## src/rtl/pipo_rr_load_sequencer.sv

```systemverilog
// Round-robin arbiter that shares one PIPO register among NUM_REQ requesters.
// Each grant runs one load cycle, HOLD_CYCLES quiet cycles, then a done pulse.
module pipo_rr_load_sequencer #(
    parameter int DATA_WIDTH  = 8,
    parameter int NUM_REQ     = 4,
    parameter int HOLD_CYCLES = 2
) (
    input  logic                          clk,
    input  logic                          reset,
    input  logic                          enable,
    input  logic [NUM_REQ-1:0]            req_valid,
    input  logic [NUM_REQ*DATA_WIDTH-1:0] req_data,
    output logic [NUM_REQ-1:0]            req_ready,
    output logic                          load,
    output logic [DATA_WIDTH-1:0]         parallel_in,
    output logic [$clog2(NUM_REQ)-1:0]    grant_id,
    output logic                          busy,
    output logic                          done
);
    localparam int IDW = $clog2(NUM_REQ);
    localparam int CW  = (HOLD_CYCLES > 1) ? $clog2(HOLD_CYCLES) : 1;

    typedef enum logic [1:0] {IDLE, LOAD, HOLD} state_t;

    state_t          state;
    logic [CW-1:0]   hold_cnt;
    logic [IDW-1:0]  last;
    logic            found;
    logic [IDW-1:0]  sel;
    logic [DATA_WIDTH-1:0] sel_data;

    // First valid requester after the last winner, wrapping modulo NUM_REQ.
    always_comb begin
        found    = 1'b0;
        sel      = last;
        sel_data = '0;
        for (int k = 1; k <= NUM_REQ; k++) begin
            for (int i = 0; i < NUM_REQ; i++) begin
                if (!found && req_valid[i] && ((int'(last) + k) % NUM_REQ) == i) begin
                    found = 1'b1;
                    sel   = IDW'(i);
                end
            end
        end
        for (int i = 0; i < NUM_REQ; i++) begin
            if (sel == IDW'(i)) sel_data = req_data[i*DATA_WIDTH +: DATA_WIDTH];
        end
    end

    always_ff @(posedge clk or posedge reset) begin
        if (reset) begin
            state       <= IDLE;
            load        <= 1'b0;
            parallel_in <= '0;
            req_ready   <= '0;
            grant_id    <= '0;
            busy        <= 1'b0;
            done        <= 1'b0;
            hold_cnt    <= '0;
            last        <= IDW'(NUM_REQ - 1);
        end else begin
            done <= 1'b0;
            case (state)
                IDLE: begin
                    if (enable && found) begin
                        grant_id    <= sel;
                        parallel_in <= sel_data;
                        last        <= sel;
                        load        <= 1'b1;
                        req_ready   <= {{(NUM_REQ-1){1'b0}}, 1'b1} << sel;
                        busy        <= 1'b1;
                        state       <= LOAD;
                    end else begin
                        load      <= 1'b0;
                        req_ready <= '0;
                    end
                end
                LOAD: begin
                    load      <= 1'b0;
                    req_ready <= '0;
                    hold_cnt  <= CW'(HOLD_CYCLES - 1);
                    state     <= HOLD;
                end
                HOLD: begin
                    // Register output stage settles while load stays low.
                    if (hold_cnt == '0) begin
                        state <= IDLE;
                        busy  <= 1'b0;
                        done  <= 1'b1;
                    end else begin
                        hold_cnt <= hold_cnt - 1'b1;
                    end
                end
                default: begin
                    state     <= IDLE;
                    load      <= 1'b0;
                    req_ready <= '0;
                    busy      <= 1'b0;
                end
            endcase
        end
    end
endmodule

```

## config.mk

```make
export PLATFORM = sky130hd
export DESIGN_NAME = pipo_rr_load_sequencer
export DESIGN_NICKNAME = d
export VERILOG_FILES = /design/src/rtl/pipo_rr_load_sequencer.sv
export SDC_FILE = /design/constraint.sdc
export NUM_CORES = 1
export LEC_CHECK = 0
export CAP_MARGIN = 0
export CORE_MARGIN = 3
export CORE_UTILIZATION = 24
export DETAILED_ROUTE_END_ITERATION = 6
export MAX_ROUTING_LAYER = met4
export PLACE_DENSITY = 0.61
export SYNTH_ARGS = -nofsm -noshare
export SYNTH_HDL_FRONTEND = slang
export SYNTH_SLANG_ARGS = --single-unit
```

## constraint.sdc

```tcl
create_clock -name clk -period 6.35 [get_ports clk]
set_clock_uncertainty 0.2 [all_clocks]
set_input_delay 1.5875 -clock clk [delete_from_list [all_inputs] [get_ports clk]]
set_output_delay 1.5875 -clock clk [all_outputs]
set_load 0.01 [all_outputs]
```

==> results.sh <==
export IMPL_status="completed"
export IMPL_ys_ff_latch=22
export IMPL_p_leak_uw=0.000820
export IMPL_dieWidth_um=79.0
export IMPL_hold_viol_final=0
export IMPL_arrival_ns=3.35
export IMPL_cts_resized=0
export IMPL_p_clk_share_pct=17.3
export IMPL_syn_nets=160
export IMPL_cts_buffer_depth=2
export IMPL_synth_distinct_cells=30
export IMPL_dr_pass1_iters=4
export IMPL_power_share_sequential_pct=31.5
export IMPL_fp_dieH_um=79.0
export IMPL_ant_nets=0
export IMPL_final_nets=213
export IMPL_cts_root_buf="clkbuf_8"
export IMPL_antenna_found_initial=0
export IMPL_cts_tree="built"
export IMPL_combPwrFrac_pct=51.2
export IMPL_worstHoldPathType="reg -> reg"
export IMPL_io_buffers=55
export IMPL_overflow=0
export IMPL_avgRoutedWirePerCell_um=13.6
export IMPL_vias_per_cell=4.36
export IMPL_cpPeakStageDelay_ns=0.57
export IMPL_reg2reg_slack_ns=4.12
export IMPL_cp_data_required_time_ns=6.30
export IMPL_worst_slew_pin_slew_ns=0.867
export IMPL_fp_row_count=25
export IMPL_first_iter_violations=39
export IMPL_fin_setup_tns_ns=0
export IMPL_reg2reg_depth=5
export IMPL_critPathKind="in -> reg"
export IMPL_maxSlewHeadroom_pct=42.2
export IMPL_p_sw_uw=279
export IMPL_synth_area_leaders="dfrtp_1 39%, mux2i_1 13%, o221ai_2 9.4%, nand2_1 5.9%, buf_6 4.4%"
export IMPL_netlist_area_mm2=0.00128
export IMPL_syn_area_per_cell_um2=10.9
export IMPL_area_growth_syn_to_layout_pct=50.3
export IMPL_cts_setup_buffers=0
export IMPL_syn_inst=117
export IMPL_io_pins=56
export IMPL_synth_area_leader_cell="dfrtp_1"
export IMPL_start_kind="primary input"
export IMPL_design_core_area_mm2=0.00494
export IMPL_cts_sinks=22
export IMPL_yosys_warnings=0
export IMPL_drv_slew=0
export IMPL_sw_frac_of_total_pct=36.1
export IMPL_layout_commonest_cell="clkdlybuf4s50_1"
export IMPL_r2r_end="parallel_in[0]"
export IMPL_rsz0062_at_grt="false"
export IMPL_grt_pass1_wl_um=5160
export IMPL_final_setup_viol_count=0
export IMPL_powerDensity_mw_per_mm2=401
export IMPL_cts_hold_buf=0
export IMPL_gp_congestion=0.689
export IMPL_drc=0
export IMPL_hold_depth=1
export IMPL_dieArea_mm2=0.00625
export IMPL_yosysTopAreaCellShare_pct=39.1
export IMPL_num_vias=1029
export IMPL_layout_common_cells="55 x clkdlybuf4s50_1, 20 x nand2_1, 20 x dfrtp_1, 16 x mux2i_1, 8 x o221ai_2"
export IMPL_crit_chain="clkdlybuf4s50_1 -> or4_4 -> and3_1 -> nand2_2 -> o221ai_2"
export IMPL_p_total_uw=771
export IMPL_cts_inserted_buffers=3
export IMPL_drive_above_1_share_pct=12.4
export IMPL_htree_levels=1
export IMPL_grtUsageTotal_pct=10.7
export IMPL_wirelength_um=3200
export IMPL_hp_start="hold_cnt"
export IMPL_grt_pass1_vias=1019
export IMPL_clock_latency_ns=0.27
export IMPL_grt_max_degree=23
export IMPL_antenna_cells=0
export IMPL_max_cap_viol_count=0
export IMPL_ir_drop_mv=0.188
export IMPL_crit_fanout=12
export IMPL_p_int_uw=492
export IMPL_fin_crit_ns=3.40
export IMPL_start_util_pct=25.9
export IMPL_dp_hpwl_um=2370
export IMPL_whs_endpoint="done"
export IMPL_seq_area_frac_synth_pct=43.2
export IMPL_period_share_pct=53.6
export IMPL_timing_fmax_mhz=294
export IMPL_clk_pin_slew_worst_paths_ns=0.09
export IMPL_worstSetupEndpointType="flip-flop"
export IMPL_r2r_start="last[1]"
export IMPL_cpMaxStageDelayCell="or4_4"
## cells by family after synthesis
family / synth area share [%]
AO/OA/AOI/OAI: 19.3
adder cells (fa/ha/maj): 3.91
buffers and inverters: 7.14
flip-flops: 43.2
multiplexers: 13.7
AND/OR/NAND/NOR: 12.8
## flip-flops by register name (all words and copies together) (netlist names)
register,cells
load,1
done,1
last,2
grant_id,2
parallel_in,8
busy,1
state,2
hold_cnt,1
req_ready,4
## metrics by stage
stage	setup slack [ns]	util, %	area (um2)	cells	hold slack [ns]
finish	2.95	38.9	1920	236	0.266
global placement	2.64	37.5	1850	232	0.241
CTS	2.93	38.9	1920	236	0.257
floorplan	3.27	-	1280	117	0.217
global route	2.84	38.9	1920	236	0.274
detailed placement	2.63	37.5	1850	232	0.244
## worst max-delay path: cells and delay by family
kind | cells | cell delay [ns]
AO/OA/AOI/OAI | 1 | 0.14
AND/OR/NAND/NOR | 3 | 1.13
buffers and inverters | 1 | 0.47
## metal layers
| layer | share of wire, % | routed length (um) | up-vias | global-route usage [%] |
|---|---|---|---|---|
| li1 | - | - | 520 | - |
| met1 | 49 | 1570 | 480 | 14.9 |
| met2 | 45 | 1440 | 27 | 15.5 |
| met3 | 5.4 | 174 | 2 | 3.51 |
| met4 | 0.41 | 13 | 0 | 1.55 |
| met5 | 0 | 0 | - | - |
## worst max-delay path by stage
stage | startpoint | endpoint | slack (ns) | depth (start not counted)
6_report | req_valid[3] | parallel_in[1] | 2.95 | 5
5_1_grt | req_valid[3] | parallel_in[1] | 2.84 | 6
4_1_cts | req_valid[3] | parallel_in[1] | 2.93 | 6
3_5_place_dp | req_valid[3] | parallel_in[1] | 2.63 | 6
3_3_place_gp | req_valid[1] | parallel_in[1] | 2.64 | 6
2_1_floorplan | req_valid[3] | parallel_in[0] | 3.27 | 6
## synth_stat cells, drive strengths merged
library cell  number
and3               1
buf                6
dfstp              2
nand2b             2
nand2             21
nand3              1
inv                6
nor2b              1
o32a               1
clkbuf             2
o221ai             8
o21ai              3
a21oi              6
nor3b              1
nor2               4
and2               1
mux2               1
o31ai              4
ha                 4
a31oi              1
or4                1
dfrtp             20
nor3               2
mux2i             16
a221oi             1
o22a               1
## power by group through the flow
| stage | clock [uW] | combinational [uW] | sequential, uW |
|---|---|---|---|
| floorplan | 0 | 258 | 254 |
| global placement | 0 | 399 | 246 |
| detailed placement | 0 | 403 | 244 |
| CTS | 137 | 403 | 244 |
| global route | 144 | 436 | 252 |
| finish | 133 | 394 | 243 |
## cell type report
type / instances / area (um2)
Clock buffer: 3 / 41.3
Clock inverter: 1 / 30.0
Fill cell: 519 / 3020
Inverter: 6 / 22.5
Multi-Input combinational cell: 81 / 636
Sequential cell: 22 / 553
Tap cell: 67 / 83.8
Timing Repair Buffer: 56 / 558
Power figures use the tool's default switching activity.
==> variant: new RTL, same settings <==
Change the parameter `HOLD_CYCLES` from 2 to 1.
--- a/src/rtl/pipo_rr_load_sequencer.sv
+++ b/src/rtl/pipo_rr_load_sequencer.sv
@@ -3,7 +3,7 @@
 module pipo_rr_load_sequencer #(
     parameter int DATA_WIDTH  = 8,
     parameter int NUM_REQ     = 4,
-    parameter int HOLD_CYCLES = 2
+    parameter int HOLD_CYCLES = 1
 ) (
     input  logic                          clk,
     input  logic                          reset,
Function: changed (a bounded check fails within 4 cycles, from zero or initial values and one cycle with reset high).
==> variant against the unedited design <==
- count of clock-buffer cells in the layout up 1
- synthesized area decreased by 13%
- largest cell class is now non-clock buffers
- wire length shrank 13%
- first-iteration DRC count is 5.1% lower
- sequential cell count is 1 lower
- power shrank 20%
- setup slack lost 0.082 ns
- critical path type unchanged
- synthesized cell count down 15%
- non-clock buffer count is the same
- design area decreased by 9.8%
==> variant: results (changes against the unedited design) <==
- Status: completed (unchanged)
- GR Overflow Total: 0 (unchanged)
- Top FF cell, synth: dfrtp_1 (unchanged)
- Antenna violations before repair: 0 (unchanged)
- Sw Ratio: 0.352 (was 0.361)
- Layout Nets: 195 (was 213)
- Port bufs: 55 (unchanged)
- Global-route wire length before repair: 4550 um (was 5160 um)
- Via density: 4.53 (was 4.36)
- CP max FO: 14 (was 12)
- GP Congestion: 0.718 (was 0.689)
- Post-DP HPWL: 2280 um (was 2370 um)
- Worst min-delay path class: flop to flop (unchanged)
- Fillers: 432 (was 519)
- Clock Path Buffers: 2 (unchanged)
- Biggest regs: parallel_in (8), req_ready (4) (unchanged)
- Clk slew on worst S/H paths: 0.07 ns (was 0.09 ns)
- Post-CTS Setup Inserts: 0 (unchanged)
- DR pass1 iterations: 4 (unchanged)
- Yosys warnings: 0 (unchanged)
- GRT Util Overall: 0.110 (was 0.107)
- Layout cell share with drive strength beyond 1: 0.135 (was 0.124)
- Ant diodes: 0 (unchanged)
- Root buffer cell: clkbuf_8 (unchanged)
- Post-CTS sizing: 0 (unchanged)
- H-tree levels: 1 (unchanged)
- Worst slew pin tran: 0.773 ns (was 0.867 ns)
- Post-synth cell types: 28 (was 30)
- Drt wl/cell: 13.5 um (was 13.6 um)
- Syn nets: 139 (was 160)
- Initial DRC Count: 37 (was 39)
- Critical path data arrival time: 3.42 ns (was 3.35 ns)
- Peak VDD IR: 0.126 mV (was 0.188 mV)
- Post-synthesis sequential area ratio: 0.474 (was 0.432)
- Async SR Flop Fraction: 1.00 (unchanged)
- Leak: 0.751 nW (was 0.820 nW)
- Num CTS Buffers: 3 (unchanged)
- Largest register FFs: 8 (unchanged)
- Largest net degree at the start of global routing: 22 (was 23)
- Commonest cells in the netlist: 19 x dfrtp_1, 18 x nand2_1, 16 x mux2i_1 (was 20 x dfrtp_1, 20 x nand2_1, 16 x mux2i_1)
- Clock Latency Late Sink: 0.25 ns (was 0.27 ns)
- Synth top area cells: dfrtp_1 43%, mux2i_1 14%, o221ai_2 11% (was dfrtp_1 39%, mux2i_1 13%, o221ai_2 9.4%)
- Number of global-route vias before repair: 984 (was 1019)
variant: cell types whose count changed after synthesis, moves of 2 or more:
cell,change
a21oi_1,-6
buf_6,-4
ha_1,-4
nand2_2,+2
o31ai_1,-4
nand2_1,-2
nor2_1,-2
o21ai_0,+5
variant: layer usage:
layer | part of all wire | global-route usage
met1 | 0.40 | 0.130
met2 | 0.53 | 0.185
met3 | 0.066 | 0.0324
met4 | 0 | 0.0241
met5 | 0 | -
variant: cell type report:
cell class	instances	area share
clock buffer	4	0.0260
inverter	6	0.0130
multi-input combinational	68	0.298
sequential	21	0.304
tap	52	0.0375
timing repair buffer	56	0.322
variant: power by group through the flow:
| stage | clock network, W | registers, W | logic, W |
|---|---|---|---|
| after global placement | 0 | 0.000221 | 0.000313 |
| after floorplan | 0 | 0.000230 | 0.000190 |
| after detailed placement | 0 | 0.000221 | 0.000322 |
| final | 0.0000853 | 0.000219 | 0.000314 |
| after global routing | 0.0000930 | 0.000226 | 0.000345 |
| after CTS | 0.0000868 | 0.000220 | 0.000322 |
variant: cells by family (layout without fill, tap and decap cells):
group,count (synthesis),after routing,synth area share
flops,21,21,0.474
compound gates,22,22,0.191
mux,16,16,0.144
simple gates,30,30,0.129
buf+inv,11,66,0.0628
variant: worst paths after layout:
path | startpoint | end | depth (start not counted) | slack [ns]
setup reg to reg | last[1]$_DFFE_PP1P_ | parallel_in[6]$_DFFE_PP0P_ | 5 | 4.23
max in group asynchronous | reset | parallel_in[5]$_DFFE_PP0P_ | 2 | 3.89
setup / recovery | req_valid[3] | parallel_in[2]$_DFFE_PP0P_ | 6 | 2.87
hold / removal | state[1]$_DFFE_PP0P_ | state[1]$_DFFE_PP0P_ | 1 | 0.28
hold reg to reg | state[1]$_DFFE_PP0P_ | state[1]$_DFFE_PP0P_ | 1 | 0.28
min in group asynchronous | reset | req_ready[0]$_DFFE_PP0N_ | 2 | 1.57
variant: worst max-delay path: stages:
cell and delay, ns:
clkdlybuf4s50_1 0.49, or4_1 0.57, nand3_2 0.26, inv_2 0.13, nand2_2 0.24, o221ai_2 0.14
variant: per-stage QoR:
stage	power [W]	setup slack [ns]	instances	instance area [um^2]	util
6_report	0.000618	2.87	207	1740	0.393
5_1_grt	0.000664	2.71	207	1740	0.393
4_1_cts	0.000628	2.85	207	1740	0.393
3_5_place_dp	0.000543	2.59	203	1690	0.383
3_3_place_gp	0.000535	2.65	203	1690	0.383
2_1_floorplan	0.000420	3.34	100	1110	-
